--- src/rtl/alu_operand_sequencer_pkg.sv ---
// Shared definitions for the ALU operand sequencer: FSM state encoding,
// default widths and the opcode values understood by the external ALU.
package alu_operand_sequencer_pkg;

  localparam int N_DEF   = 8;
  localparam int OPW_DEF = 6;

  typedef enum logic [2:0] {
    WAIT_A  = 3'd0,
    WAIT_B  = 3'd1,
    WAIT_OP = 3'd2,
    EVAL    = 3'd3,
    SEND    = 3'd4,
    WAIT_TX = 3'd5
  } state_t;

  localparam logic [OPW_DEF-1:0] OP_ADD = 6'h20;
  localparam logic [OPW_DEF-1:0] OP_SUB = 6'h22;
  localparam logic [OPW_DEF-1:0] OP_AND = 6'h24;
  localparam logic [OPW_DEF-1:0] OP_OR  = 6'h25;
  localparam logic [OPW_DEF-1:0] OP_XOR = 6'h26;
  localparam logic [OPW_DEF-1:0] OP_SRA = 6'h03;
  localparam logic [OPW_DEF-1:0] OP_SRL = 6'h02;
  localparam logic [OPW_DEF-1:0] OP_NOR = 6'h27;

endpackage

--- src/rtl/alu_operand_sequencer_if.sv ---
// Bundle of the receive stream, ALU operand/result and transmit handshake
// signals around the operand sequencer.
interface alu_operand_sequencer_if #(
  parameter int N   = 8,
  parameter int OPW = 6
) ();

  logic [N-1:0]   i_rx_data;
  logic           i_rx_valid;
  logic [N-1:0]   i_alu_result;
  logic           i_tx_busy;
  logic [N-1:0]   o_alu_a;
  logic [N-1:0]   o_alu_b;
  logic [OPW-1:0] o_alu_op;
  logic [N-1:0]   o_tx_data;
  logic           o_tx_start;
  logic           o_busy;
  logic           o_overrun;

  // master: the sequencer itself; slave: the UART/ALU environment around it
  modport master (
    input  i_rx_data, i_rx_valid, i_alu_result, i_tx_busy,
    output o_alu_a, o_alu_b, o_alu_op, o_tx_data, o_tx_start, o_busy, o_overrun
  );

  modport slave (
    output i_rx_data, i_rx_valid, i_alu_result, i_tx_busy,
    input  o_alu_a, o_alu_b, o_alu_op, o_tx_data, o_tx_start, o_busy, o_overrun
  );

endinterface

--- src/rtl/alu_operand_sequencer.sv ---
// Collects A, B and opcode bytes from the receive stream, presents them to the
// external ALU, latches the result and hands it to the transmitter.
module alu_operand_sequencer
  import alu_operand_sequencer_pkg::*;
#(
  parameter int N   = N_DEF,
  parameter int OPW = OPW_DEF
) (
  input  logic                    i_clk,
  input  logic                    i_rst_n,
  alu_operand_sequencer_if.master bus
);

  state_t         state_reg, state_next;
  logic [N-1:0]   a_reg, a_next;
  logic [N-1:0]   b_reg, b_next;
  logic [OPW-1:0] op_reg, op_next;
  logic [N-1:0]   tx_data_reg, tx_data_next;
  logic           busy_seen_reg, busy_seen_next;
  logic           overrun_reg, overrun_next;

  always_ff @(posedge i_clk or negedge i_rst_n) begin
    if (!i_rst_n) begin
      state_reg     <= WAIT_A;
      a_reg         <= '0;
      b_reg         <= '0;
      op_reg        <= '0;
      tx_data_reg   <= '0;
      busy_seen_reg <= 1'b0;
      overrun_reg   <= 1'b0;
    end else begin
      state_reg     <= state_next;
      a_reg         <= a_next;
      b_reg         <= b_next;
      op_reg        <= op_next;
      tx_data_reg   <= tx_data_next;
      busy_seen_reg <= busy_seen_next;
      overrun_reg   <= overrun_next;
    end
  end

  always_comb begin
    state_next     = state_reg;
    a_next         = a_reg;
    b_next         = b_reg;
    op_next        = op_reg;
    tx_data_next   = tx_data_reg;
    busy_seen_next = busy_seen_reg;
    overrun_next   = overrun_reg;

    case (state_reg)
      WAIT_A: if (bus.i_rx_valid) begin
        a_next     = bus.i_rx_data;
        state_next = WAIT_B;
      end
      WAIT_B: if (bus.i_rx_valid) begin
        b_next     = bus.i_rx_data;
        state_next = WAIT_OP;
      end
      WAIT_OP: if (bus.i_rx_valid) begin
        op_next    = bus.i_rx_data[OPW-1:0];
        state_next = EVAL;
      end
      EVAL: begin
        tx_data_next = bus.i_alu_result;
        state_next   = SEND;
      end
      SEND: if (!bus.i_tx_busy) begin
        busy_seen_next = 1'b0;
        state_next     = WAIT_TX;
      end
      WAIT_TX: begin
        // Only a busy low that follows a busy high ends the frame.
        if (bus.i_tx_busy)
          busy_seen_next = 1'b1;
        else if (busy_seen_reg)
          state_next = WAIT_A;
      end
      default: state_next = WAIT_A;
    endcase

    if (bus.i_rx_valid && (state_reg == EVAL || state_reg == SEND || state_reg == WAIT_TX))
      overrun_next = 1'b1;
  end

  // Start is decoded from state so an asynchronous reset drops it at once.
  assign bus.o_tx_start = (state_reg == SEND) && !bus.i_tx_busy;
  assign bus.o_busy     = (state_reg != WAIT_A);
  assign bus.o_overrun  = overrun_reg;
  assign bus.o_alu_a    = a_reg;
  assign bus.o_alu_b    = b_reg;
  assign bus.o_alu_op   = op_reg;
  assign bus.o_tx_data  = tx_data_reg;

endmodule

--- src/flat_wrapper.sv ---
// flat-port wrapper written by rule: the top's interface ports become plain ports
module alu_operand_sequencer_flat import alu_operand_sequencer_pkg::*;
#(
  parameter int N   = N_DEF,
  parameter int OPW = OPW_DEF
)
  (i_clk, i_rst_n, bus_i_rx_data, bus_i_rx_valid, bus_i_alu_result, bus_i_tx_busy, bus_o_alu_a, bus_o_alu_b, bus_o_alu_op, bus_o_tx_data, bus_o_tx_start, bus_o_busy, bus_o_overrun);
  alu_operand_sequencer_if #(.N(N), .OPW(OPW)) bus_i ();
  input  logic i_clk;
  input  logic i_rst_n;
  input wire logic [$bits(bus_i.i_rx_data)-1:0] bus_i_rx_data;
  input wire logic [$bits(bus_i.i_rx_valid)-1:0] bus_i_rx_valid;
  input wire logic [$bits(bus_i.i_alu_result)-1:0] bus_i_alu_result;
  input wire logic [$bits(bus_i.i_tx_busy)-1:0] bus_i_tx_busy;
  output wire logic [$bits(bus_i.o_alu_a)-1:0] bus_o_alu_a;
  output wire logic [$bits(bus_i.o_alu_b)-1:0] bus_o_alu_b;
  output wire logic [$bits(bus_i.o_alu_op)-1:0] bus_o_alu_op;
  output wire logic [$bits(bus_i.o_tx_data)-1:0] bus_o_tx_data;
  output wire logic [$bits(bus_i.o_tx_start)-1:0] bus_o_tx_start;
  output wire logic [$bits(bus_i.o_busy)-1:0] bus_o_busy;
  output wire logic [$bits(bus_i.o_overrun)-1:0] bus_o_overrun;
  assign bus_i.i_rx_data = bus_i_rx_data;
  assign bus_i.i_rx_valid = bus_i_rx_valid;
  assign bus_i.i_alu_result = bus_i_alu_result;
  assign bus_i.i_tx_busy = bus_i_tx_busy;
  assign bus_o_alu_a = bus_i.o_alu_a;
  assign bus_o_alu_b = bus_i.o_alu_b;
  assign bus_o_alu_op = bus_i.o_alu_op;
  assign bus_o_tx_data = bus_i.o_tx_data;
  assign bus_o_tx_start = bus_i.o_tx_start;
  assign bus_o_busy = bus_i.o_busy;
  assign bus_o_overrun = bus_i.o_overrun;
  alu_operand_sequencer #(.N(N), .OPW(OPW)) u_core (.i_clk(i_clk), .i_rst_n(i_rst_n), .bus(bus_i));
endmodule
--- config.mk ---
export PLATFORM = sky130hd
export DESIGN_NAME = alu_operand_sequencer_flat
export DESIGN_NICKNAME = d
export VERILOG_FILES = /design/src/rtl/alu_operand_sequencer_pkg.sv /design/src/rtl/alu_operand_sequencer_if.sv /design/src/rtl/alu_operand_sequencer.sv /design/src/flat_wrapper.sv
export SDC_FILE = /design/constraint.sdc
export NUM_CORES = 1
export LEC_CHECK = 0
export ABC_CLOCK_PERIOD_IN_PS = 2960
export CAP_MARGIN = 20
export CORE_ASPECT_RATIO = 0.5
export CORE_MARGIN = 2
export CORE_UTILIZATION = 45
export DETAILED_ROUTE_END_ITERATION = 8
export GPL_TIMING_DRIVEN = 0
export PLACE_DENSITY = 0.82
export SYNTH_ARGS = -nofsm -noshare
export SYNTH_HDL_FRONTEND = slang
export SYNTH_SLANG_ARGS = --single-unit
--- constraint.sdc ---
create_clock -name i_clk -period 2.96 [get_ports i_clk]
set_input_delay 0.296 -clock i_clk [delete_from_list [all_inputs] [get_ports i_clk]]
set_output_delay 0.296 -clock i_clk [all_outputs]
set_load 0.05 [all_outputs]
==> reports/metrics.csv, run 1 <==
stage,metric,value,unit
clock_tree,clkLatencyLatePin,0.28,ns
routing,drc,0,
critical_path,rr_worst_depth,3,
placed_design,gp_congestion,0.759,
cells_and_area,finalNetCount,170,
clock_tree,clkSlewWorstSetupHoldPaths,0.07,ns
sta,fin_skew,0.00259,ns
critical_path,critPathMaxFanout,8,
cells_and_area,design_area,2090,µm²
hold_path,hp-class,in2async,
sta,timing.final.crit_share,83.5,%
synthesis,netlist_area,1400,µm²
grt,groute.usage.overall,17.4,%
grt,antenna_found_initial,0,
sta,max_freq,404,MHz
synthesis,yosysSeqAreaShare,62.4,%
cells_and_area,drive_gt1_share,30.5,%
sta,whs,0.0812,ns
routing,drt-met1-wl,1.21,mm
outcome,status,"finished, final reports clean",
clock_tree,cts_resized,0,
sta,slew-limit-headroom,49.6,%
die,start_util,47.1,%
clock_tree,cts.sinks,35,
placed_design,dp_hpwl,2.03,mm
routing,dr.pass1.iters,4,
routing,initialDrtViolationCount,39,
critical_path,cp-start-kind,flip-flop,
clock_tree,clock_tree.buffer_depth,2,
grt,grt-ovfl-total,0,
die,io_pins,53,
routing,wire_per_inst,14.6,µm
cells_and_area,area_delta_synth_final,48.7,%
placed_design,placed_area,1970,µm²
sta,rsz0062_at_grt,no,
cells_and_area,antennaDiodeCount,0,
synthesis,syn_inst,91,
clock_tree,cts_tree,built,
routing,routed.top_layer,met4,
clock_tree,hold_buffers,0,
grt,grt_pass1_vias,969,
flow_run,cap_violations,0,
routing,ant_nets,0,
die,rows,14,
clock_tree,clockRootBuffer,clkbuf_8,
sta,tightest_slew,0.756,ns
critical_path,worstPathRequired,2.66,ns
sta,finalSetupViolCount,0,
synthesis,syn-num-nets,111,
routing,vias,924,
synthesis,synthTopCellsByArea,"dfrtp_1 (62%), mux2_2 (24%), nand3b_1 (1.6%)",
critical_path,cp.arrival,2.18,ns
grt,grt_pass1_wl,4.70,mm
routing,vias_per_cell,4.84,
synthesis,synth_area_leader_cell,dfrtp_1,
synthesis,synth_seq_cells,35,
die,fp.dieArea,3610,µm²
die,core_area,2980,µm²
critical_path,worstSetupEndpointType,output pin,
clock_tree,post_cts_buffers,0,
synthesis,synth_area_per_cell,15.4,µm²
synthesis,ys_warn_count,0,
sta,finalMaxSlewViolations,0,
routing,wirelength,2.79,mm
clock_tree,htree_levels,2,
synthesis,ys_types,21,
routing,wl_met3,100,µm
sta,fin_crit,2.47,ns
cells_and_area,fillers,211,
synthesis,synth_top_area_share,62.4,%
sta,hold_viol,0,
die,die_w,83.0,µm
die,fp.dieH,43.5,µm
grt,grt_max_degree,36,
placed_design,port_buffers,52,
clock_tree,cts_buffers,5,
routing,wl_met2,1.44,mm
sta,tns,0,ns
critical_path,criticalPathCategory,reg2out,
## cells in the final DEF, fill, tap and decap left out, types with 2 or more instances in the layout
cell / synthesis / layout
mux2_2: 30 / 30
nand2_1: 3 / 3
nand3b_1: 3 / 3
clkbuf_8: 0 / 6
nor2_1: 2 / 2
clkdlybuf4s50_1: 0 / 51
buf_2: 2 / 3
o21ai_0: 2 / 2
dfrtp_1: 35 / 35
## cell families (layout without fill, tap and decap cells)
group                  after synthesis  count (layout)  share of synthesized area [%]
DFF                                 35              35                           62.4
muxes                               30              30                           24.1
and+or+nand+nor                     18              18                           10.1
AOI/OAI and AO/OA                    5               5                           2.14
buffers and inverters                3              63                           1.25
## layout make-up
type                            count  area (µm²)  share of cell area, %
Sequential cell                    35         876                   42.0
Tap cell                           40        50.0                   2.40
Clock inverter                      2        35.0                   1.68
Clock buffer                        6        82.6                   3.96
Timing Repair Buffer               52         515                   24.7
Buffer                              3        17.5                  0.840
Multi-Input combinational cell     53         509                   24.4
## final timing paths
kind | endpoint | slack [ns] | from
max in group asynchronous | u_core.bus.o_alu_b[7] | 2.40 | i_rst_n
worst min-delay path | u_core.bus.o_alu_op[4] | 0.08 | i_rst_n
worst max-delay path | bus_o_tx_start | 0.49 | u_core.state_reg[1]
worst min register to register | u_core.bus.o_overrun | 0.47 | u_core.bus.o_overrun
worst max register to register | u_core.bus.o_alu_op[0] | 1.37 | u_core.state_reg[2]
min in group i_clk | u_core.bus.o_overrun | 0.47 | u_core.bus.o_overrun
## worst max-delay path: stages (launching register included)
cell,delay [ns]
dfrtp_1,0.36
buf_4,0.16
or2b_1,0.29
nor3_1,0.23
clkdlybuf4s50_1,0.85
## routing by layer
layer	vias to the layer above	global-route usage (%)
met2	19	29.4
met4	0	6.89
li1	444	-
met5	-	0
met3	7	4.76
met1	454	22.0
## synth_stat cells (all sizes together)
cell,instances
a21o,1
a21oi,1
and3b,1
and4b,1
buf,3
dfrtp,35
mux2,30
nand2,3
nand2b,2
nand3b,3
nor2,2
nor3,2
nor3b,1
o211ai,1
o21ai,2
or2b,1
or3,2
## through the flow
step	instances	util [%]	worst slack, ns
final	191	70.0	0.488
after global routing	191	70.0	0.432
after CTS	191	70.0	0.477
after detailed placement	183	66.1	0.802
after global placement	183	66.3	0.807
after floorplan	91	-	0.803
Power of run 1 is left out: the tool's default activity adds up to more than one toggle a clock period on the data nets, which glitch-free logic cannot reach.
==> run 2: changes to the inputs <==
--- a/config.mk
+++ b/config.mk
@@ -5,14 +5,14 @@
 export SDC_FILE = /design/constraint.sdc
 export NUM_CORES = 1
 export LEC_CHECK = 0
-export ABC_CLOCK_PERIOD_IN_PS = 2960
+export ABC_CLOCK_PERIOD_IN_PS = 2100
 export CAP_MARGIN = 20
 export CORE_ASPECT_RATIO = 0.5
 export CORE_MARGIN = 2
-export CORE_UTILIZATION = 45
+export CORE_UTILIZATION = 39
 export DETAILED_ROUTE_END_ITERATION = 8
 export GPL_TIMING_DRIVEN = 0
-export PLACE_DENSITY = 0.82
+export PLACE_DENSITY = 0.76
 export SYNTH_ARGS = -nofsm -noshare
 export SYNTH_HDL_FRONTEND = slang
 export SYNTH_SLANG_ARGS = --single-unit
==> constraint.sdc (replaced) <==
create_clock -name i_clk -period 2.1 [get_ports i_clk]
set_input_delay 0.21 -clock i_clk [delete_from_list [all_inputs] [get_ports i_clk]]
set_output_delay 0.21 -clock i_clk [all_outputs]
set_load 0.05 [all_outputs]
==> reports/metrics.csv, run 2 (synthesis gave the netlist of run 1 again) <==
stage,metric,value,unit
outcome,status,"finished, violations left",
outcome,violations,hold timing,
grt,grt-ovfl-total,0,
routing,ant_nets,0,
clock_tree,clkSlewWorstSetupHoldPaths,0.07,ns
clock_tree,cts_buffers,5,
clock_tree,hold_buffers,0,
routing,initialDrtViolationCount,12,
sta,fin_skew,0.00474,ns
sta,hold_viol,25,
clock_tree,post_cts_buffers,0,
cells_and_area,drive_gt1_share,30.7,%
placed_design,placed_area,1990,µm²
clock_tree,clock_tree.buffer_depth,2,
grt,groute.usage.overall,14.6,%
routing,drc,0,
critical_path,cp_slowest_cell,or3_2,
routing,wirelength,2.76,mm
clock_tree,clockRootBuffer,clkbuf_8,
routing,wl_met2,1.45,mm
routing,vias,905,
critical_path,cp.arrival,1.78,ns
clock_tree,clkLatencyLatePin,0.28,ns
hold_path,hp-class,in2async,
sta,rsz0062_at_grt,no,
grt,grt_pass1_wl,4.28,mm
critical_path,crit_buf_inv,2,
critical_path,path_cells,buf_2 -> or3_2 -> dlygate4sd2_1,
critical_path,r2r_start,u_core.state_reg[2],
clock_tree,cts_tree,built,
critical_path,worstSetupStartpoint,u_core.state_reg[0],
sta,slew-limit-headroom,50.4,%
sta,tightest_slew,0.745,ns
clock_tree,htree_levels,2,
routing,dr.pass1.iters,2,
routing,drt-met1-wl,1.21,mm
cells_and_area,finalNetCount,170,
clock_tree,cts.sinks,35,
flow_run,cap_violations,0,
critical_path,criticalPathCategory,reg2out,
placed_design,gp_congestion,0.696,
critical_path,worstSetupEndpointType,output pin,
grt,grt_pass1_vias,894,
die,fp.dieArea,4120,µm²
cells_and_area,design_area,2070,µm²
grt,antenna_found_initial,0,
cells_and_area,area_delta_synth_final,47.7,%
routing,wl_met3,88,µm
sta,finalSetupViolCount,0,
cells_and_area,layout_commonest_cell,clkdlybuf4s50_1,
die,start_util,40.8,%
die,core_area,3430,µm²
die,rows,15,
grt,grt_max_degree,36,
die,die_w,88.8,µm
cells_and_area,antennaDiodeCount,0,
critical_path,rr_worst_depth,3,
cells_and_area,layout_common_cells,"clkdlybuf4s50_1 (49), dfrtp_1 (35), mux2_2 (30)",
die,io_pins,53,
die,fp.dieH,46.4,µm
clock_tree,cts_resized,2,
routing,wire_per_inst,13.7,µm
critical_path,worstPathRequired,1.89,ns
critical_path,cp-start-kind,flip-flop,
sta,finalMaxSlewViolations,0,
routing,vias_per_cell,4.50,
critical_path,max_stage_delay,0.48,ns
routing,routed.top_layer,met4,
sta,timing.final.crit_share,94.8,%
critical_path,path_depth,3,
sta,tns,0,ns
sta,fin_crit,1.99,ns
critical_path,crit_family,buffers and inverters,
sta,max_freq,502,MHz
sta,whs,-0.00566,ns
placed_design,dp_hpwl,2.07,mm
critical_path,critPathMaxFanout,10,
placed_design,port_buffers,52,
## run 2: cell types whose count changed in the layout (fill, tap and decap cells not counted), sizes merged
cell           before  now
bufinv              1    0
clkdlybuf4s50      51   49
dlygate4sd2         0    2
## run 2: metal layers
layer	global-route usage, %	vias to the layer above
met5	0	-
met3	5.02	2
li1	-	437
met1	17.1	450
met4	6.36	0
met2	25.1	16
## run 2: final timing paths
kind | endpoint | slack [ns]
worst max-delay path | bus_o_busy | 0.11
worst min-delay path | u_core.bus.o_alu_b[1] | -0.006
worst max register to register | u_core.bus.o_alu_op[5] | 0.51
worst min register to register | u_core.bus.o_overrun | 0.47
max in group asynchronous | u_core.bus.o_alu_b[2] | 1.64
min in group i_clk | u_core.bus.o_overrun | 0.47
## run 2: area by class of cell
class | count | area (µm²)
plain buffers | 3 | 17.5
flip-flops and latches | 35 | 876
multi-input cells | 53 | 514
clock inverters | 1 | 5.00
clock buffers | 6 | 82.6
repair buffers | 52 | 513
fillers | 280 | 1360
well taps | 51 | 63.8
## run 2: worst register-to-register path, cell delays in order (launching register included)
cell and delay (ns):
dfrtp_1 0.42, nand2b_4 0.19, nor2_1 0.46, mux2_2 0.40
## run 2: metrics by stage
| stage | hold WS [ns] | instances | utilization, % | setup WS (ns) |
|---|---|---|---|---|
| floorplan | -0.0856 | 91 | - | 0.412 |
| global route | 0.0704 | 201 | 60.3 | 0.0421 |
| CTS | 0.0162 | 201 | 60.3 | 0.0960 |
| global placement | 0.439 | 194 | 58.0 | 0.0711 |
| finish | -0.00566 | 201 | 60.3 | 0.109 |
| detailed placement | 0.327 | 194 | 57.9 | 0.131 |
Power of run 2 is left out for the same reason.
